File: config.mk
export PLATFORM = sky130hd
export DESIGN_NAME = display_scan
export DESIGN_NICKNAME = d
export VERILOG_FILES = /design/src/rtl/display_scan.sv
export SDC_FILE = /design/constraint.sdc
export NUM_CORES = 1
export LEC_CHECK = 0
export BUFFER_PORTS_ARGS = -buffer_cell sky130_fd_sc_hd__buf_2
export CAP_MARGIN = 5
export CORE_MARGIN = 3
export CORE_UTILIZATION = 27
export DETAILED_ROUTE_END_ITERATION = 10
export HOLD_SLACK_MARGIN = 0.02
export PLACE_DENSITY_LB_ADDON = 0.1
export SKIP_CTS_REPAIR_TIMING = 1
export SLEW_MARGIN = 20
export SYNTH_ARGS = -nofsm -noshare
export SYNTH_HDL_FRONTEND = slang
export SYNTH_SLANG_ARGS = --single-unit
File: constraint.sdc
create_clock -name clk -period 6.7 [get_ports clk]
set_clock_uncertainty 0.15 [all_clocks]
set_input_delay 0 -clock clk [delete_from_list [all_inputs] [get_ports clk]]
set_output_delay 0 -clock clk [all_outputs]
set_load 0.005 [all_outputs]
File: src/rtl/display_scan.sv
// Six-digit multiplexed 7-segment driver showing HH.MM.SS from the clock counters.
// It snapshots the counters once per frame and blinks the field that is being set.
module display_scan #(
  parameter int SCAN_DIV  = 50000,
  parameter int BLINK_DIV = 25000000
) (
  input  logic       clk,
  input  logic       rst_n,
  input  logic [4:0] cnt_h,
  input  logic [5:0] cnt_m,
  input  logic [5:0] cnt_s,
  input  logic [1:0] set_sel,
  output logic [6:0] seg,
  output logic       dp,
  output logic [5:0] an
);

  localparam int SW = (SCAN_DIV > 2) ? $clog2(SCAN_DIV) : 1;
  localparam int BW = (BLINK_DIV > 2) ? $clog2(BLINK_DIV) : 1;
  localparam logic [SW-1:0] SCAN_LAST  = SW'(SCAN_DIV - 1);
  localparam logic [BW-1:0] BLINK_LAST = BW'(BLINK_DIV - 1);
  localparam logic [6:0] GLYPH_DARK = 7'h7F;
  localparam logic [6:0] GLYPH_DASH = 7'b0111111;

  logic [SW-1:0] scan_cnt_reg, scan_cnt_next;
  logic [BW-1:0] blink_cnt_reg, blink_cnt_next;
  logic [2:0]    digit_reg, digit_next;
  logic          phase_reg, phase_next;
  logic          first_reg;
  logic [4:0]    snap_h_reg, snap_h_next;
  logic [5:0]    snap_m_reg, snap_m_next;
  logic [5:0]    snap_s_reg, snap_s_next;
  logic [6:0]    seg_reg, seg_next;
  logic          dp_reg, dp_next;
  logic [5:0]    an_reg, an_next;

  logic tick;
  logic frame_wrap;
  logic capture;
  logic blink_wrap;

  // Scan prescaler, digit index and free-running blink timebase.
  always_comb begin
    tick          = (scan_cnt_reg == SCAN_LAST);
    scan_cnt_next = tick ? '0 : scan_cnt_reg + 1'b1;
    digit_next    = digit_reg;
    if (tick) begin
      digit_next = (digit_reg == 3'd5) ? 3'd0 : digit_reg + 3'd1;
    end
    frame_wrap     = tick && (digit_reg == 3'd5);
    blink_wrap     = (blink_cnt_reg == BLINK_LAST);
    blink_cnt_next = blink_wrap ? '0 : blink_cnt_reg + 1'b1;
    phase_next     = phase_reg ^ blink_wrap;
  end

  // Counters are sampled only at frame boundaries so a frame is never torn.
  always_comb begin
    capture     = frame_wrap || first_reg;
    snap_h_next = capture ? cnt_h : snap_h_reg;
    snap_m_next = capture ? cnt_m : snap_m_reg;
    snap_s_next = capture ? cnt_s : snap_s_reg;
  end

  // Per-field BCD split and range check, from the snapshot the next output will use.
  logic [5:0] field_val   [3];
  logic [3:0] field_tens  [3];
  logic [3:0] field_ones  [3];
  logic       field_valid [3];

  assign field_val[0] = {1'b0, snap_h_next};
  assign field_val[1] = snap_m_next;
  assign field_val[2] = snap_s_next;

  genvar gi;
  generate
    for (gi = 0; gi < 3; gi++) begin : g_field
      localparam logic [5:0] LIMIT = (gi == 0) ? 6'd23 : 6'd59;
      assign field_valid[gi] = (field_val[gi] <= LIMIT);
      assign field_tens[gi]  = 4'(field_val[gi] / 6'd10);
      assign field_ones[gi]  = 4'(field_val[gi] % 6'd10);
    end
  endgenerate

  function automatic logic [6:0] glyph(input logic [3:0] v);
    logic [6:0] g;
    case (v)
      4'd0:    g = 7'b1000000;
      4'd1:    g = 7'b1111001;
      4'd2:    g = 7'b0100100;
      4'd3:    g = 7'b0110000;
      4'd4:    g = 7'b0011001;
      4'd5:    g = 7'b0010010;
      4'd6:    g = 7'b0000010;
      4'd7:    g = 7'b1111000;
      4'd8:    g = 7'b0000000;
      4'd9:    g = 7'b0010000;
      default: g = GLYPH_DASH;
    endcase
    return g;
  endfunction

  logic [1:0] field_idx;
  logic [3:0] digit_val;
  logic       digit_valid;
  logic       blank;

  // Output decode is driven by next-state values so the pins follow d one cycle after tick.
  always_comb begin
    field_idx   = digit_next[2:1];
    digit_val   = 4'd0;
    digit_valid = 1'b1;
    case (field_idx)
      2'd0: begin
        digit_val   = digit_next[0] ? field_ones[0] : field_tens[0];
        digit_valid = field_valid[0];
      end
      2'd1: begin
        digit_val   = digit_next[0] ? field_ones[1] : field_tens[1];
        digit_valid = field_valid[1];
      end
      default: begin
        digit_val   = digit_next[0] ? field_ones[2] : field_tens[2];
        digit_valid = field_valid[2];
      end
    endcase

    // set_sel codes 01/10/11 map to fields 0/1/2; 00 never matches.
    blank   = phase_next && (set_sel == (field_idx + 2'd1));
    an_next = ~(6'b100000 >> digit_next);
    if (blank) begin
      seg_next = GLYPH_DARK;
      dp_next  = 1'b1;
    end else begin
      seg_next = digit_valid ? glyph(digit_val) : GLYPH_DASH;
      dp_next  = ~((digit_next == 3'd1) || (digit_next == 3'd3));
    end
  end

  always_ff @(posedge clk) begin
    if (!rst_n) begin
      scan_cnt_reg  <= '0;
      blink_cnt_reg <= '0;
      digit_reg     <= 3'd0;
      phase_reg     <= 1'b0;
      first_reg     <= 1'b1;
      snap_h_reg    <= '0;
      snap_m_reg    <= '0;
      snap_s_reg    <= '0;
      seg_reg       <= GLYPH_DARK;
      dp_reg        <= 1'b1;
      an_reg        <= 6'h3F;
    end else begin
      scan_cnt_reg  <= scan_cnt_next;
      blink_cnt_reg <= blink_cnt_next;
      digit_reg     <= digit_next;
      phase_reg     <= phase_next;
      first_reg     <= 1'b0;
      snap_h_reg    <= snap_h_next;
      snap_m_reg    <= snap_m_next;
      snap_s_reg    <= snap_s_next;
      seg_reg       <= seg_next;
      dp_reg        <= dp_next;
      an_reg        <= an_next;
    end
  end

  assign seg = seg_reg;
  assign dp  = dp_reg;
  assign an  = an_reg;

endmodule

Word-level counts from Yosys, hierarchy flattened
Memories as Yosys holds them, arrays and structs flattened.
Cells that the tools add are included.

storage, ports and cells
  flip-flop bits (word level) = 77
  bits in read-only memories = 112
  output and inout port bits = 14
  memories kept = 1

operators by class
  add/sub/neg operators = 4
  divide/modulo/power cells = 6
  order comparisons = 3
  eq/ne operators = 7
  shifts and indexed selects = 1
  multiplexer cells = 12
  bitwise logic cells = 5
  reductions and logical operators = 9

memory list
  name              words  width  read ports  clocked after memory_dff  write ports  line  source
  (name not given)  16     7      1           0                         0            86    case (v)

operators by type and width
  operator                                                count
  adder 25 x 1 -> 25 bit (second input constant)          1
  equality test 25 bit (second input constant)            1
  adder 16 x 1 -> 16 bit (second input constant)          1
  equality test 16 bit (second input constant)            1
  divider 6 x 4 -> 6 bit (second input constant)          2
  less-or-equal comparator 6 bit (second input constant)  2
  modulo 6 x 4 -> 6 bit (second input constant)           2
  two-way mux 4 bit                                       3
  two-way mux 6 bit                                       2
  case mux 4 bit (2 select lines)                         1
  two-way mux 7 bit                                       1
  divider 5 x 4 -> 6 bit (second input constant)          1
  modulo 5 x 4 -> 6 bit (second input constant)           1
  two-way mux 3 bit                                       2
  inverter 6 bit                                          1
  OR reduction 2 bit                                      3
  right shift 6 x 3 -> 6 bit (first input constant)       1
  less-or-equal comparator 5 bit (second input constant)  1
  two-way mux 5 bit                                       1
  adder 3 x 1 -> 3 bit (second input constant)            1
  equality test 3 x 1 -> 1 bit (second input constant)    1
  equality test 3 x 2 -> 1 bit (second input constant)    1
  equality test 3 bit (second input constant)             1
  inverter 1 bit                                          3
  other kinds (10)                                        12

Depth between registers and ports, before layout
An unclocked memory read counts as a cell.

  word-level depth = 9
  gate-level depth with buffers = 24

Worst setup path after synthesis
No wires, ideal clock.

  path kind = reg-to-reg
  start point = register scan_cnt_reg[7]
  end point = register seg_reg[0] (netlist: seg[0])
  setup time = 119 ps
  arrival time = 5,023 ps
  data required time = 6,431 ps
  setup slack = 1,408 ps
  stages on the path, launching flop included = 22
  path buffers = 3
  clock period less this slack = 5,292 ps
  path through = dfxtp_1 -> or4b_4 -> or4_1 -> buf_4 -> o21ai_4 -> buf_6 -> mux2i_2 -> inv_1 -> ha_1 -> clkbuf_1 -> and3_1 -> a41oi_1 -> o211ai_1 -> a221o_1 -> a221o_1 -> o211ai_2 -> a31oi_1 -> nor3_1 -> inv_1 -> ha_1 -> mux2_1 -> o2bb2a_2

on the way
  longest elaborated chain between the ends = 8
  elaborated cells on any way between the ends = 29
  those cells by class = 1 x add/sub; 6 x div; 3 x order compare; 3 x eq/ne; 9 x mux; 1 x bitwise; 5 x reduce/logical; 1 x memory

RTL lines
  element                                                                      line      source
  start, declared                                                              25        logic [SW-1:0] scan_cnt_reg, scan_cnt_next;
  start signal, assigned                                                       153       scan_cnt_reg <= scan_cnt_next;
  equality test 16 bit *                                                       44        tick = (scan_cnt_reg == SCAN_LAST);
  logical AND 1 bit *                                                          50        frame_wrap = tick && (digit_reg == 3'd5);
  logical OR 1 bit *                                                           58        capture = frame_wrap || first_reg;
  two-way mux 6 bit *                                                          61        snap_s_next = capture ? cnt_s : snap_s_reg;
  named net snap_s_next[3]                                                     32        logic [5:0] snap_s_reg, snap_s_next;
  divider 6 x 4 -> 6 bit (tied with other cells)                               79        assign field_tens[gi] = 4'(field_val[gi] / 6'd10);
  two-way mux 4 bit / case mux 1 bit (2 select lines) (equally long branches)  122, 112
  case mux 4 bit (2 select lines) / inverter 1 bit (equally long branches)     n/a
  memory (16 x 7 bit) / OR reduction 3 bit (equally long branches)             n/a
  end signal, assigned                                                         161       seg_reg <= seg_next;
  end, declared                                                                33        logic [6:0] seg_reg, seg_next;

The timed path passes the listed nets; every way through them passes the cells marked *.
A chain may end at the register's enable or synchronous reset.

Worst setup path after layout
  start point = register scan_cnt_reg[12]
  end point = register seg_reg[3] (netlist: seg[3])

The elaborated chain is that of the path after synthesis.

==> impl_metrics.tcl <==
set metrics [dict create \
    status "finished with violations" \
    failed_checks "negative hold slack" \
    numCtsBuffers 9 \
    critical_path.max_fanout 12 \
    internal_power_uw 855 \
    worst_pin_slew_ns 0.906 \
    ys_ff_latch 77 \
    start_util_pct 27.8 \
    core_um2 17400 \
    drtIter0Drc 199 \
    cp-start-kind "flip-flop" \
    num_rows 48 \
    final_layout_size_suffix_gt1_share_pct 13.1 \
    cts_buffer_depth 2 \
    regArea_um2 1540 \
    syn_nets 603 \
    htree_levels 3 \
    layout_min_cycle_time_ns 6.14 \
    die_height_um 140 \
    vias 4248 \
    grt_pass1_wl_um 21700 \
    synthCells 566 \
    grt_overflow 0 \
    grt_pass1_vias 4209 \
    switching_share_pct 26.6 \
    finalSetupTns_ns 0 \
    max_slew_margin_pct 39.6 \
    drcViolationCount 0 \
    largest_reg_flops 25 \
    period_share_pct 91.6 \
    hp-class "in2reg" \
    slew_violations 0 \
    die_area_um2 19500 \
    synth_area_um2 4820 \
    rsz0062_at_grt "false" \
    yosys_warnings 0 \
    finalNetCount 643 \
    antenna_found_initial 0 \
    pwr-share-clk_pct 43.8 \
    multi_input_area_um2 3080 \
    p_per_area_nw_per_um2 207 \
    clock-sinks 77 \
    worstSetupPathType "reg2reg" \
    pwr-share-seq_pct 41.5 \
    crit_required_ns 6.74 \
    antenna_cells 0 \
    io_buffers 34 \
    clkLatencyLatePin_ns 0.35 \
    fillerInstances 1827 \
    ys.flop_type "dfxtp_1" \
    io_pins 35 \
    synthArstFlopShare_pct 0 \
    dp_worst_setup_slack_ns 0.574 \
    synth-edff-count 0 \
    p_comb_share_pct 14.8 \
    totalWireLength_um 13100 \
    setup_viol 0 \
    worstPathArrival_ns 6.18 \
    avgSynthCellArea_um2 8.51 \
    timing.fmax_mhz 163 \
    via_per_inst 5.08 \
    grt_max_degree 25 \
    final_hold_viol_count 1 \
    path_clk_slew_ns 0.06 \
    ant_nets 0 \
    drt_first_pass_iters 4 \
    worst_hold_slack_ns -0.0252 \
    gr-usage-all-layers_pct 13.6 \
    synthDistinctLibCells 81 \
    wl_per_cell_um 15.7 \
    leakage_uw 0.00215 \
    place_congestion 0.834 \
    die-width_um 140 \
    peakVddDrop_mv 0.184 \
    synthToLayoutAreaGrowth_pct 16.8 \
    finalWorstSetupSlack_ns 0.560 \
    cts-root-buf "clkbuf_16" \
    maxCapViolations 0 \
    cts_tree "yes" \
    dp_hpwl_um 9540 \
    crit_path_end_kind "flip-flop" \
    ys_seq_area_share_pct 32.0 \
    p_sw_uw 310 \
]
[cell usage in the layout (no fill, tap or decap), types with 4 or more instances in the layout]
cell type / n
and3_1: 21
mux2i_1: 15
xnor2_1: 22
dfxtp_1: 77
nor2b_1: 16
a211o_1: 4
ha_1: 16
a221o_1: 4
a21oi_1: 12
buf_4: 7
o21a_1: 4
dlygate4sd3_1: 12
o22ai_1: 4
a211oi_1: 8
a221oi_1: 4
or4_1: 6
o211ai_1: 5
a31oi_1: 7
nor2_1: 84
or3_1: 5
nand4_1: 9
o21ai_1: 4
o31ai_1: 6
nor3b_1: 5
nand2b_1: 7
clkbuf_16: 9
nand2_1: 34
nand3_1: 21
nor3_1: 9
inv_1: 20
a22oi_1: 4
xor2_1: 22
and3b_1: 4
and4_1: 4
buf_2: 34
o21ai_0: 8
[critical path, stage by stage, from the launching register on]
cell and delay (ns):
dfxtp_1 0.34, or4bb_1 0.60, or4_1 0.72, o21ai_4 0.47, mux2i_2 0.39, inv_1 0.08, ha_1 0.42, and3b_1 0.23
o21ai_0 0.15, o31ai_1 0.11, a2111oi_2 0.28, a22oi_1 0.21, o31ai_1 0.26, a31oi_1 0.08, nor3_1 0.56, inv_1 0.18
ha_1 0.34, mux2_4 0.27, a2bb2oi_1 0.12
[power groups by stage]
stage          combinational [uW]  sequential (uW)  clock [uW]
3_5_place_dp                  167              493           0
4_1_cts                       168              483         532
6_report                      172              483         510
5_1_grt                       192              485         552
2_1_floorplan                 122              490           0
3_3_place_gp                  167              494           0
[stage by stage]
step           instances  hold slack [ns]  area, um2  total power (uW)  utilization (%)
6_report             836          -0.0252       5630              1170             32.4
5_1_grt              836           0.0271       5630              1230             32.4
4_1_cts              824           -0.244       5510              1180             31.7
3_5_place_dp         808            0.120       5200               660             29.9
3_3_place_gp         808            0.121       5200               661             29.9
2_1_floorplan        566          -0.0761       4820               612                -
[worst paths after layout]
path               startpoint          endpoint  slack (ns)  depth (start not counted)
min reg2reg  blink_cnt_reg[0]  blink_cnt_reg[0]        0.32                          1
max          scan_cnt_reg[12]            seg[3]        0.56                         18
min                  cnt_h[1]     snap_h_reg[1]       -0.03                          3
max reg2reg  scan_cnt_reg[12]            seg[3]        0.56                         18
[area by class of cell]
class	count	area share, %
clock buffer	12	4.56
timing repair buffer	53	6.09
clock inverter	4	0.956
multi-input combinational	445	54.7
tap	225	5.00
sequential	77	27.4
inverter	20	1.33
[per-layer routing]
metal	share of wire [%]	up-vias	global-route usage [%]	wire (um)
li1	-	2157	-	-
met5	0	-	0	0
met3	3.4	12	3.64	450
met1	48	2020	17.5	6320
met4	1.6	0	3.77	209
met2	47	59	22.7	6140
[cells by family (layout without fill, tap and decap cells)]
kind of cell	after synthesis	after routing	share of synthesized area, %
and+or+nand+nor	247	247	27.2
xor gates and xnor gates	44	44	8.00
AOI/OAI and AO/OA	115	115	19.2
adders and majority gates	16	16	4.16
muxes	23	23	5.22
buffers and inverters	44	89	4.13
DFF	77	77	32.0
[synth_stat cells (4+ instances only)]
| cell | n | area share (%) |
|---|---|---|
| a31oi_1 | 7 | 0.91 |
| nand2b_1 | 7 | 0.91 |
| and3_1 | 21 | 2.7 |
| o211ai_1 | 5 | 0.78 |
| nand2_1 | 34 | 2.6 |
| o21ai_0 | 8 | 0.83 |
| and3b_1 | 4 | 0.73 |
| a211o_1 | 4 | 0.73 |
| or4_1 | 6 | 0.93 |
| dfxtp_1 | 77 | 32 |
| inv_1 | 20 | 1.6 |
| o21ai_1 | 4 | 0.42 |
| nand3_1 | 21 | 2.2 |
| or3_1 | 5 | 0.65 |
| nor2b_1 | 16 | 2.1 |
| and4_1 | 4 | 0.73 |
| o21a_1 | 4 | 0.62 |
| a221oi_1 | 4 | 0.73 |
| mux2i_1 | 15 | 3.1 |
| a211oi_1 | 8 | 1.2 |
| buf_2 | 6 | 0.62 |
| o31ai_1 | 6 | 0.93 |
| nor3_1 | 9 | 0.93 |
| xor2_1 | 22 | 4.0 |
| ha_1 | 16 | 4.2 |
| a221o_1 | 4 | 0.83 |
| nor2_1 | 84 | 6.5 |
| a21oi_1 | 12 | 1.2 |
| nand4_1 | 9 | 1.2 |
| xnor2_1 | 22 | 4.0 |
| nor3b_1 | 5 | 0.78 |
| o22ai_1 | 4 | 0.52 |
| a22oi_1 | 4 | 0.62 |
| clkbuf_1 | 12 | 0.93 |
No activity file was read; power rests on OpenSTA's default activity.
